File: config.mk
export PLATFORM = sky130hd
export DESIGN_NAME = spi_slave
export DESIGN_NICKNAME = d
export VERILOG_FILES = /design/src/rtl/spi_slave.sv
export SDC_FILE = /design/constraint.sdc
export NUM_CORES = 1
export LEC_CHECK = 0
export BUFFER_PORTS_ARGS = -buffer_cell sky130_fd_sc_hd__buf_2
export CAP_MARGIN = 20
export CORE_MARGIN = 2
export CORE_UTILIZATION = 55
export CTS_BUF_LIST = sky130_fd_sc_hd__clkbuf_2
export CTS_CLUSTER_DIAMETER = 80
export CTS_CLUSTER_SIZE = 25
export DETAILED_ROUTE_END_ITERATION = 6
export PLACE_DENSITY = 0.79
export SLEW_MARGIN = 25
export SYNTH_ARGS = -nofsm -noshare
export SYNTH_HDL_FRONTEND = slang
export SYNTH_SLANG_ARGS = --single-unit
export TNS_END_PERCENT = 20
File: constraint.sdc
create_clock -name clk -period 2.7 [get_ports clk]
set_clock_uncertainty 0.15 [all_clocks]
set_input_delay 0.27 -clock clk [delete_from_list [all_inputs] [get_ports clk]]
set_output_delay 0.27 -clock clk [all_outputs]
set_load 0.02 [all_outputs]
File: src/rtl/spi_slave.sv
// -----------------------------------------------------------------------------
// spi_slave
//   SPI slave. It oversamples the asynchronous SPI pins in the clk domain and
//   supports all four CPOL/CPHA modes. Received data is shifted in MSB-first
//   and handed over through a valid/ack pair. A single-entry transmit buffer
//   supplies the next outgoing byte.
//
// Ports
//   clk, rst_n   system clock; synchronous active-low reset
//   spcon[2:0]   {cpol, cpha, enable}; must be stable while ssn is low
//   sck/ssn/mosi asynchronous SPI pins from the master
//   miso/miso_oe slave data out and its enable (enable is 1 while selected)
//   tx_data/tx_load/tx_ready  transmit buffer write port and empty flag
//   rx_data/rx_valid/rx_ack/rx_overrun  receive handshake and sticky overrun
//   busy         high while a transfer is in progress
// -----------------------------------------------------------------------------
module spi_slave #(
    parameter int unsigned SYNC_STAGES = 2,
    parameter logic [7:0]  TX_FILL     = 8'hFF
) (
    input  logic       clk,
    input  logic       rst_n,
    input  logic [7:0] spcon,
    input  logic       sck,
    input  logic       ssn,
    input  logic       mosi,
    output logic       miso,
    output logic       miso_oe,
    input  logic [7:0] tx_data,
    input  logic       tx_load,
    output logic       tx_ready,
    output logic [7:0] rx_data,
    output logic       rx_valid,
    input  logic       rx_ack,
    output logic       rx_overrun,
    output logic       busy
);

    localparam logic [0:0] ST_IDLE   = 1'b0;
    localparam logic [0:0] ST_ACTIVE = 1'b1;

    logic                   en, cpha, cpol;
    logic                   spcon_unused;
    logic [SYNC_STAGES-1:0] sck_sync, ssn_sync, mosi_sync;
    logic                   sck_s, ssn_s, mosi_s;
    logic                   sck_prev, ssn_prev;

    logic [0:0] state, state_n;
    logic [2:0] cnt, cnt_n;
    logic [7:0] rx_sr, rx_sr_n;
    logic [7:0] tx_sr, tx_sr_n;
    logic [7:0] tx_buf, tx_buf_n;
    logic       tx_ready_n;
    logic [7:0] rx_data_n;
    logic       rx_valid_n, rx_overrun_n;
    logic       miso_n, miso_oe_n, busy_n;

    logic sck_edge, lead_edge, trail_edge, sample_edge, shift_edge;
    logic load_pt, byte_done;

    assign en           = spcon[0];
    assign cpha         = spcon[1];
    assign cpol         = spcon[2];
    assign spcon_unused = ^spcon[7:3];

    assign sck_s  = sck_sync[SYNC_STAGES-1];
    assign ssn_s  = ssn_sync[SYNC_STAGES-1];
    assign mosi_s = mosi_sync[SYNC_STAGES-1];

    // Leading edge leaves the idle (cpol) level, trailing edge returns to it.
    assign sck_edge    = sck_s ^ sck_prev;
    assign lead_edge   = sck_edge & (sck_prev == cpol);
    assign trail_edge  = sck_edge & (sck_s == cpol);
    assign sample_edge = cpha ? trail_edge : lead_edge;
    assign shift_edge  = cpha ? lead_edge  : trail_edge;

    // Next-state and datapath decisions.
    always_comb begin
        state_n      = state;
        cnt_n        = cnt;
        rx_sr_n      = rx_sr;
        tx_sr_n      = tx_sr;
        tx_buf_n     = tx_buf;
        tx_ready_n   = tx_ready;
        rx_data_n    = rx_data;
        rx_valid_n   = rx_valid;
        rx_overrun_n = rx_overrun;
        load_pt      = 1'b0;
        byte_done    = 1'b0;

        case (state)
            ST_IDLE: begin
                if (ssn_prev && !ssn_s && en) begin
                    state_n = ST_ACTIVE;
                    cnt_n   = 3'd0;
                    // cpha=0 must present bit 7 before the first sck edge.
                    load_pt = !cpha;
                end
            end
            ST_ACTIVE: begin
                if (ssn_s || !en) begin
                    // Abort or normal end: drop any partial byte.
                    state_n = ST_IDLE;
                    cnt_n   = 3'd0;
                    rx_sr_n = 8'd0;
                end else begin
                    if (sample_edge) begin
                        rx_sr_n   = {rx_sr[6:0], mosi_s};
                        cnt_n     = 3'(cnt + 3'd1);
                        byte_done = (cnt == 3'd7);
                    end
                    if (shift_edge) begin
                        if (cnt == 3'd0) begin
                            load_pt = 1'b1;
                        end else begin
                            tx_sr_n = {tx_sr[6:0], 1'b0};
                        end
                    end
                end
            end
            default: state_n = ST_IDLE;
        endcase

        // Load point takes the buffered byte, or the filler when empty.
        if (load_pt) begin
            if (!tx_ready) begin
                tx_sr_n    = tx_buf;
                tx_ready_n = 1'b1;
            end else begin
                tx_sr_n = TX_FILL;
            end
        end

        // A write is accepted only into an empty buffer.
        if (tx_load && tx_ready) begin
            tx_buf_n   = tx_data;
            tx_ready_n = 1'b0;
        end

        if (byte_done) begin
            rx_data_n    = {rx_sr[6:0], mosi_s};
            rx_valid_n   = 1'b1;
            rx_overrun_n = rx_ack ? 1'b0 : (rx_overrun | rx_valid);
        end else if (rx_ack) begin
            rx_valid_n   = 1'b0;
            rx_overrun_n = 1'b0;
        end

        miso_oe_n = (state_n == ST_ACTIVE);
        busy_n    = (state_n == ST_ACTIVE);
        miso_n    = (state_n == ST_ACTIVE) ? tx_sr_n[7] : 1'b0;
    end

    // State, synchronizers and registered outputs.
    always_ff @(posedge clk) begin
        if (!rst_n) begin
            sck_sync   <= {SYNC_STAGES{spcon[2]}};
            ssn_sync   <= {SYNC_STAGES{1'b1}};
            mosi_sync  <= {SYNC_STAGES{1'b0}};
            sck_prev   <= spcon[2];
            ssn_prev   <= 1'b1;
            state      <= ST_IDLE;
            cnt        <= 3'd0;
            rx_sr      <= 8'd0;
            tx_sr      <= 8'd0;
            tx_buf     <= 8'd0;
            tx_ready   <= 1'b1;
            rx_data    <= 8'd0;
            rx_valid   <= 1'b0;
            rx_overrun <= 1'b0;
            miso       <= 1'b0;
            miso_oe    <= 1'b0;
            busy       <= 1'b0;
        end else begin
            sck_sync   <= {sck_sync[SYNC_STAGES-2:0], sck};
            ssn_sync   <= {ssn_sync[SYNC_STAGES-2:0], ssn};
            mosi_sync  <= {mosi_sync[SYNC_STAGES-2:0], mosi};
            sck_prev   <= sck_s;
            ssn_prev   <= ssn_s;
            state      <= state_n;
            cnt        <= cnt_n;
            rx_sr      <= rx_sr_n;
            tx_sr      <= tx_sr_n;
            tx_buf     <= tx_buf_n;
            tx_ready   <= tx_ready_n;
            rx_data    <= rx_data_n;
            rx_valid   <= rx_valid_n;
            rx_overrun <= rx_overrun_n;
            miso       <= miso_n;
            miso_oe    <= miso_oe_n;
            busy       <= busy_n;
        end
    end

endmodule
==> flow_summary.toml, run 1 <==
[yosys]
synth_xor_area_frac = 0.008115
synth-simple-area-share = 0.2041
ys_async_sr_fraction = 0
muxShareOfSynthArea = 0.07241
synth-compound-area-share = 0.1910
ys_ff_latch = 47
synthAdderAreaFrac = 0.01873
syn_nets = 249
synth_ff_type = "dfxtp_1"
netlist_area_sq_mm = 0.002004
avgSynthCellArea_sq_um = 8.988
ys_types = 42
synth_edf_count = 0
yosys_warnings = 0
synth_top_family_by_area = "simple AND/OR/NAND/NOR gates"
synth_seq_area_share = 0.4694
netlist_instances = 223

[critical_path]
worst_ep_required_time_ns = 2.92
crit_slowest_cell = "dlygate4sd3_1"
critPathCaptureType = "flop"
crit_type = "input pin to flop"
cpLargestDelayFamily = "buffers and inverters"
critical-path-max-stage-delay_ns = 0.54
crit_arrival_ns = 2.34
crit_buf_inv = 3
start_kind = "input pin"
cp_max_fo = 9
cp_cell_sequence = "dlygate4sd3_1, buf_2, xor2_2, mux2i_2, buf_4, nand3_1, mux2i_1"

[routing]
drc = 0
ant_nets = 0
vias = 1718
dr.first_iter.drc_count = 96
vias_per_cell = 5.524
wl_microns = 4089
wire_per_inst_microns = 13.15
drt_pass1_iterations = 4

[clocking]
cts_tree = "done"
postCtsSetupBuffers = 0
clk_pin_slew_ns = 0.25
ctsRootBufferMaster = "clkbuf_2"
cts_buffers = 5
clk_latency_ns = 0.42
clock-sinks = 47
clock_path_buffers = 2
htree_levels = 2

[sta]
setup_viol = 0
rsz0062_at_grt = "no"
hold_slack_ns = 0.05362
hold_viol_final = 0
timing.final.crit_share = 0.7877
slew_headroom = 0.6121
finalSetupTns_ns = 0
layout_setup_ws_ns = 0.5733
finalMaxSlewViolations = 0
fin_crit_ns = 2.127
worst_slew_pin_slew_ns = 0.5706
max_freq_ghz = 0.4702

[cells_and_area]
area_growth_syn_to_layout_pct = 19.48
regArea_sq_um = 940.9
fin_area_sq_mm = 0.002395
antenna_cells = 0
n_fill_cell = 304
nets = 290
multi_input_area_sq_um = 991.0
finalCoreUtilization = 0.7011
layout-drive-gt1-share = 0.1962

[floorplanning]
die_w_microns = 64.37
core_sq_mm = 0.003416
die_area_sq_mm = 0.004144
fp.dieH_microns = 64.37
io_pins = 37
start_util = 0.5868
row_count = 21

[global_route]
grt_overflow = 0
grt_max_degree = 34
grtUsageTotal = 0.2240
antenna_found_initial = 0
grt_pass1_wl_microns = 7376
grt_pass1_vias = 1690

[placed_design]
port_buffers = 31
place_ws_ns = 0.6274
placedInstanceArea_sq_mm = 0.002182
place.gp.congestion = 0.7630
dp_hpwl_microns = 2683

[power]
comb_power_share = 0.108
clockPowerShare = 0.311
leakage_uw = 0.001002
internal-power_uw = 939.3
p_per_area_mw_per_mm2 = 524.0
peakVddDrop_mv = 0.3571
seqPwrFrac = 0.581
netSwitchingFraction = 0.2515
p_sw_uw = 315.6

[status]
status = "complete, no violations"

[min_path]
hold_class = "input pin to flop"

[flow_run]
cap_violations = 0
## worst register-to-register path, delay by kind of cell, from the launching register on
| family | cells | cell delay, ns |
|---|---|---|
| flops | 1 | 0.66 |
| compound gates | 3 | 0.47 |
| simple gates | 1 | 0.27 |
| buf+inv | 1 | 0.23 |
## cells in the final DEF, fill, tap and decap left out, types with 4 or more instances in the layout
cell | synthesis | final
dfxtp_1 | 47 | 47
nand2_1 | 45 | 45
buf_2 | 1 | 31
dlygate4sd3_1 | 0 | 14
o22ai_1 | 12 | 12
nor2_1 | 11 | 11
o21ai_0 | 10 | 10
nand2b_1 | 9 | 9
a21boi_0 | 8 | 8
mux2i_1 | 8 | 8
nand4_1 | 5 | 5
a32o_1 | 5 | 5
clkbuf_2 | 0 | 5
buf_4 | 2 | 4
## worst paths after layout
kind	startpoint	end	slack [ns]	cells past startpoint
max reg2reg	state	tx_sr[2]	0.87	5
max	spcon[2]	rx_data[1]	0.57	7
min reg2reg	ssn_sync[0]	ssn_sync[1]	0.30	1
min	spcon[0]	state	0.05	3
## logic make-up (layout without fill, tap and decap cells)
family                   after synthesis  count (layout)
AO/OA/AOI/OAI                         55              55
XOR/XNOR                               1               1
adder cells (fa/ha/maj)                3               3
buffers and inverters                 17              59
flip-flops                            47              47
multiplexers                          13              13
AND/OR/NAND/NOR                       87              87
## cells in the mapped netlist (2+ instances only)
master | instances | area [sq um]
and3b_1 | 2 | 17.52
nand2b_1 | 9 | 56.30
nand4_1 | 5 | 31.28
o32a_1 | 2 | 20.02
nor2_1 | 11 | 41.29
a32o_1 | 5 | 50.05
dfxtp_1 | 47 | 940.9
o21ai_0 | 10 | 50.05
nand3_1 | 3 | 15.01
mux2_2 | 2 | 22.52
buf_4 | 2 | 15.01
ha_1 | 3 | 37.54
clkbuf_1 | 12 | 45.04
mux2i_1 | 8 | 80.08
o31ai_1 | 2 | 15.01
o22ai_1 | 12 | 75.07
and2_1 | 3 | 18.77
nand2_1 | 45 | 168.9
a21oi_1 | 3 | 15.01
mux2i_2 | 2 | 27.53
o21ai_1 | 2 | 10.01
inv_1 | 2 | 7.510
nor2b_1 | 3 | 18.77
or2_2 | 2 | 12.51
a21boi_0 | 8 | 60.06
nor3_1 | 2 | 10.01
## power by group through the flow
stage | logic, uW | registers, uW | clock network [uW]
floorplan | 85.1 | 738 | 0
global placement | 116 | 741 | 0
detailed placement | 118 | 742 | 0
CTS | 135 | 729 | 397
global route | 152 | 733 | 424
finish | 136 | 729 | 390
## registers in the layout (all words and copies together), names as in the netlist
register	flops
rx_sr	7
sck_sync	2
ssn_prev	1
ssn_sync	2
rx_data	8
rx_valid	1
miso	1
cnt	3
rx_overrun	1
mosi_sync	2
sck_prev	1
tx_sr	8
tx_ready	1
tx_buf	8
state	1
## area by class of cell
class / instances / area share
Clock buffer: 5 / 0.01045
Clock inverter: 3 / 0.01985
Inverter: 2 / 0.003135
Multi-Input combinational cell: 159 / 0.4138
Sequential cell: 47 / 0.3929
Tap cell: 46 / 0.02403
Timing Repair Buffer: 49 / 0.1358
## per-stage QoR
step / power (uW) / std cells
2_1_floorplan: 823.2 / 223
3_3_place_gp: 857.7 / 289
3_5_place_dp: 860.6 / 289
4_1_cts: 1261 / 311
5_1_grt: 1309 / 311
6_report: 1255 / 311
## repair_timing
action                    in CTS  in global routing
gates resized for setup        0                  0
hold endpoints to repair      15                  0
hold buffers                  14                  0
## routing by layer
metal	part of all wire	track usage	vias up
li1	-	-	872
met1	0.46	0.2732	807
met2	0.49	0.3945	34
met3	0.045	0.03873	5
met4	0.0088	0.07979	0
met5	0	0	-
No activity file was read; power rests on OpenSTA's default activity.
==> run 2, diff against run 1 <==
Settings changed: CORE_UTILIZATION 55 to 51, PLACE_DENSITY 0.79 to 0.77.
Clock period 2.7 ns to 1.9 ns, I/O delays scaled along.
==> flow_summary.toml, run 2 (same netlist as run 1, synthesis figures left out) <==
[status]
status = "complete, no violations"

[routing]
vias = 1748
dr.first_iter.drc_count = 136
wl_microns = 3992
vias_per_cell = 5.480
drt_pass1_iterations = 5
wire_per_inst_microns = 12.51
ant_nets = 0
drc = 0

[min_path]
min_to = "tx_buf[4]"
hold_depth = 4
hold_start = "tx_load"
hold_class = "input pin to flop"

[critical_path]
reg2reg_depth = 7
crit_type = "input pin to flop"
worst_ep_required_time_ns = 2.08
crit_arrival_ns = 2.01
cp_max_fo = 38
critPathCaptureType = "flop"
reg2reg_setup_slack_ns = 0.13
r2r-end = "tx_sr[6]"
start_kind = "input pin"
reg2reg_from = "cnt[0]"
startpoint = "rst_n"

[clocking]
clock_path_buffers = 2
clock-sinks = 47
clk_pin_slew_ns = 0.21
htree_levels = 2
cts_buffers = 5
clk_latency_ns = 0.41
ctsRootBufferMaster = "clkbuf_2"
cts_tree = "done"

[cells_and_area]
final_cells = 319
reg_top3 = "rx_data x8, tx_buf x8, tx_sr x8"
antenna_cells = 0
nets = 296
final_common_cell = "dfxtp_1"
n_fill_cell = 317
layout_common_cells = "dfxtp_1, nand2_1, buf_2"
area_growth_syn_to_layout_pct = 22.78
finalCoreUtilization = 0.6623
fin_area_sq_mm = 0.002461
layout-drive-gt1-share = 0.2177

[floorplanning]
die_area_sq_mm = 0.004448
die_w_microns = 66.69
core_sq_mm = 0.003716
io_pins = 37
fp.dieH_microns = 66.69
start_util = 0.5394
row_count = 22

[placed_design]
dp_hpwl_microns = 2722
place.gp.congestion = 0.7997
place_ws_ns = 0.1239
place_inst = 295
placedInstanceArea_sq_mm = 0.002227
port_buffers = 31

[global_route]
antenna_found_initial = 0
grt_pass1_wl_microns = 6686
grt_pass1_vias = 1493
grtUsageTotal = 0.1951
grt_max_degree = 39
grt_overflow = 0

[power]
p_per_area_mw_per_mm2 = 714.6
leakage_uw = 0.001036
peakVddDrop_mv = 0.4462

[sta]
worst_slew_pin_slew_ns = 0.3902
finalSetupTns_ns = 0
max_freq_ghz = 0.5464
rsz0062_at_grt = "no"
timing.final.crit_share = 0.9633
fin_crit_ns = 1.830
hold_viol_final = 0
setup_viol = 0
slew_headroom = 0.7332
layout_setup_ws_ns = 0.06981
finalMaxSlewViolations = 0

[flow_run]
cap_violations = 0
[run 2: cell count changes in the layout (fill, tap and decap cells not counted), moves of 2 or more]
cell,before,now
dfxtp_1,47,45
buf_4,4,7
dlygate4sd3_1,14,16
dfxtp_2,0,2
[run 2: layout make-up]
type | count | area, sq um | area share
tap | 48 | 60.06 | 0.02440
multi-input combinational | 159 | 996.0 | 0.4047
sequential | 47 | 943.4 | 0.3833
clock inverter | 3 | 38.79 | 0.01576
clock buffer | 5 | 25.02 | 0.01017
inverter | 2 | 7.507 | 0.003050
timing repair buffer | 55 | 390.4 | 0.1586
[run 2: metrics by stage]
step / power (uW) / hold WS, ns
after global placement: 1227 / 0.2183
after global routing: 1838 / 0.07501
final: 1759 / 0.08412
after floorplan: 1170 / 0.1161
after CTS: 1770 / 0.06037
after detailed placement: 1232 / 0.2191
[run 2: metal layers]
| layer | global-route usage | vias up | wire [microns] | share of wire |
|---|---|---|---|---|
| met1 | 0.2722 | 805 | 1926 | 0.48 |
| met2 | 0.2938 | 56 | 1803 | 0.45 |
| met3 | 0.05068 | 2 | 228 | 0.057 |
| met5 | 0 | - | 0 | 0 |
| li1 | - | 885 | - | - |
| met4 | 0.06122 | 0 | 33 | 0.0083 |
[run 2: what timing repair did]
| item | in CTS | in global routing |
|---|---|---|
| buffers inserted | 0 | 0 |
| hold buffers | 16 | 0 |
| endpoints found under the hold margin | 20 | 0 |
| resized for setup | 0 | 5 |
| endpoints found under the setup margin | 0 | 7 |
[run 2: how the worst max path moves through the flow]
stage | to | slack (ns)
2_1_floorplan | tx_sr[5] | 0.18
3_3_place_gp | rx_sr[1] | 0.16
3_5_place_dp | miso | 0.12
4_1_cts | sck_sync[0] | 0.06
5_1_grt | tx_sr[6] | 0.01
6_report | sck_sync[0] | 0.07
[run 2: where the power goes]
part	switching [uW]	internal, uW
sequential	19.0	1020
clock	303	216
combinational	107	97.7
total	429	1330
[run 2: worst max-delay path, cell delays in order]
cell	delay, ns
dlygate4sd3_1	0.52
clkbuf_4	0.27
buf_12	0.22
nand2b_1	0.17
nand2_1	0.07
dlygate4sd3_1	0.55
==> run 3, diff against run 2 <==
Settings changed: CORE_UTILIZATION 51 to 55, PLACE_DENSITY 0.77 to 0.79.
Clock period 1.9 ns to 2.1 ns, I/O delays scaled along.
==> flow_summary.toml, run 3 (same netlist as run 1, synthesis figures left out) <==
[status]
status = "complete, no violations"

[placed_design]
port_buffers = 31
placedInstanceArea_sq_mm = 0.002212
place_inst = 293
place_ws_ns = 0.3288
dp_hpwl_microns = 2708
place.gp.congestion = 0.7290

[routing]
wire_per_inst_microns = 12.68
vias_per_cell = 5.453
drt_pass1_iterations = 4
dr.first_iter.drc_count = 59
ant_nets = 0
wl_microns = 4031
vias = 1734
drc = 0

[clocking]
ctsRootBufferMaster = "clkbuf_2"
clk_latency_ns = 0.45
cts_buffers = 5
cts_tree = "done"
ctsResizeCount = 0
htree_levels = 2
postCtsSetupBuffers = 0
clock-sinks = 47
clock_path_buffers = 2
cts_hold_buf = 17
clk_pin_slew_ns = 0.24

[cells_and_area]
nets = 297
n_fill_cell = 292
fin_area_sq_mm = 0.002455
layout-drive-gt1-share = 0.2059
final_common_cell = "dfxtp_1"
area_growth_syn_to_layout_pct = 22.47
regArea_sq_um = 940.9
multi_input_area_sq_um = 991.0
layout_common_cells = "dfxtp_1, nand2_1, buf_2"
antenna_cells = 0
final_cells = 318
reg_top3 = "rx_data x8, tx_buf x8, tx_sr x8"

[min_path]
hold_class = "input pin to flop"

[floorplanning]
io_pins = 37
die_area_sq_mm = 0.004144
start_util = 0.5868
die_w_microns = 64.37
fp.dieH_microns = 64.37
core_sq_mm = 0.003416
row_count = 21

[sta]
finalSetupTns_ns = 0
rsz0062_at_grt = "no"
timing.final.crit_share = 0.9411
worst_slew_pin_slew_ns = 0.5892
setup_viol = 0
finalMaxSlewViolations = 0
max_freq_ghz = 0.5060
fin_crit_ns = 1.976
hold_viol_final = 0
layout_setup_ws_ns = 0.1236
slew_headroom = 0.6072

[flow_run]
cap_violations = 0

[global_route]
grtUsageTotal = 0.2250
grt_pass1_wl_microns = 7265
antenna_found_initial = 0
grt_max_degree = 25
grt_pass1_vias = 1709
grt_overflow = 0

[critical_path]
crit_type = "input pin to flop"
crit_slowest_cell = "dlygate4sd3_1"
cp_cell_sequence = "dlygate4sd3_1, buf_2, buf_4, nand2b_1, nand2_1, dlygate4sd3_1"
critical-path-max-stage-delay_ns = 0.54
worst_path_most_repeated_cell = "dlygate4sd3_1"
cp_max_fo = 24
worst_ep_required_time_ns = 2.32
crit_buf_inv = 4
critPathCaptureType = "flop"
start_kind = "input pin"
cpLargestDelayFamily = "buffers and inverters"
crit_arrival_ns = 2.20

[power]
peakVddDrop_mv = 0.4825
leakage_uw = 0.001033
p_per_area_mw_per_mm2 = 668.3
==> run 3: cell types whose count changed in the layout (fill, tap and decap cells not counted), sizes merged <==
cell and change:
clkbuf -1, dlygate4sd3 +1, buf +1, clkinv -1
inv +1
==> run 3: cell type report <==
class                           count  share of cell area
Timing Repair Buffer               56              0.1570
Clock buffer                        5             0.01019
Multi-Input combinational cell    159              0.4037
Sequential cell                    47              0.3833
Inverter                            2            0.003058
Clock inverter                      3             0.01937
Tap cell                           46             0.02345
==> run 3: worst paths after layout <==
path	startpoint	end	cells after the start	slack, ns
setup / recovery	rst_n	sck_sync[0]	6	0.12
hold / removal	tx_load	tx_buf[7]	4	0.06
setup reg to reg	ssn_sync[1]	rx_sr[3]	3	0.30
hold reg to reg	ssn_sync[0]	ssn_sync[1]	1	0.29
==> run 3: metal layers <==
layer | global-route usage | share of wire
met5 | 0 | 0
met4 | 0.07979 | 0.016
met3 | 0.05458 | 0.037
met2 | 0.4049 | 0.49
met1 | 0.2578 | 0.46
==> run 3: per-stage QoR <==
step / power, uW / util / hold slack [ns]
after floorplan: 1058 / - / 0.1361
after global placement: 1108 / 0.6476 / 0.2405
after detailed placement: 1113 / 0.6476 / 0.2462
after CTS: 1650 / 0.7187 / 0.03200
after global routing: 1707 / 0.7187 / 0.1053
final: 1641 / 0.7187 / 0.05848
==> run 3: worst register-to-register path: stages (launching register included) <==
cell     delay [ns]
dfxtp_1        0.39
and3b_1        0.60
nand2_1        0.37
o22ai_1        0.25
==> run 3: power by group <==
part	internal [uW]	total, uW	switching [uW]	leakage (uW)
Combinational	88.0	185	97.0	0.000607
Sequential	920	936	16.3	0.000382
Clock	208	520	311	0.0000436
Total	1220	1640	425	0.00103
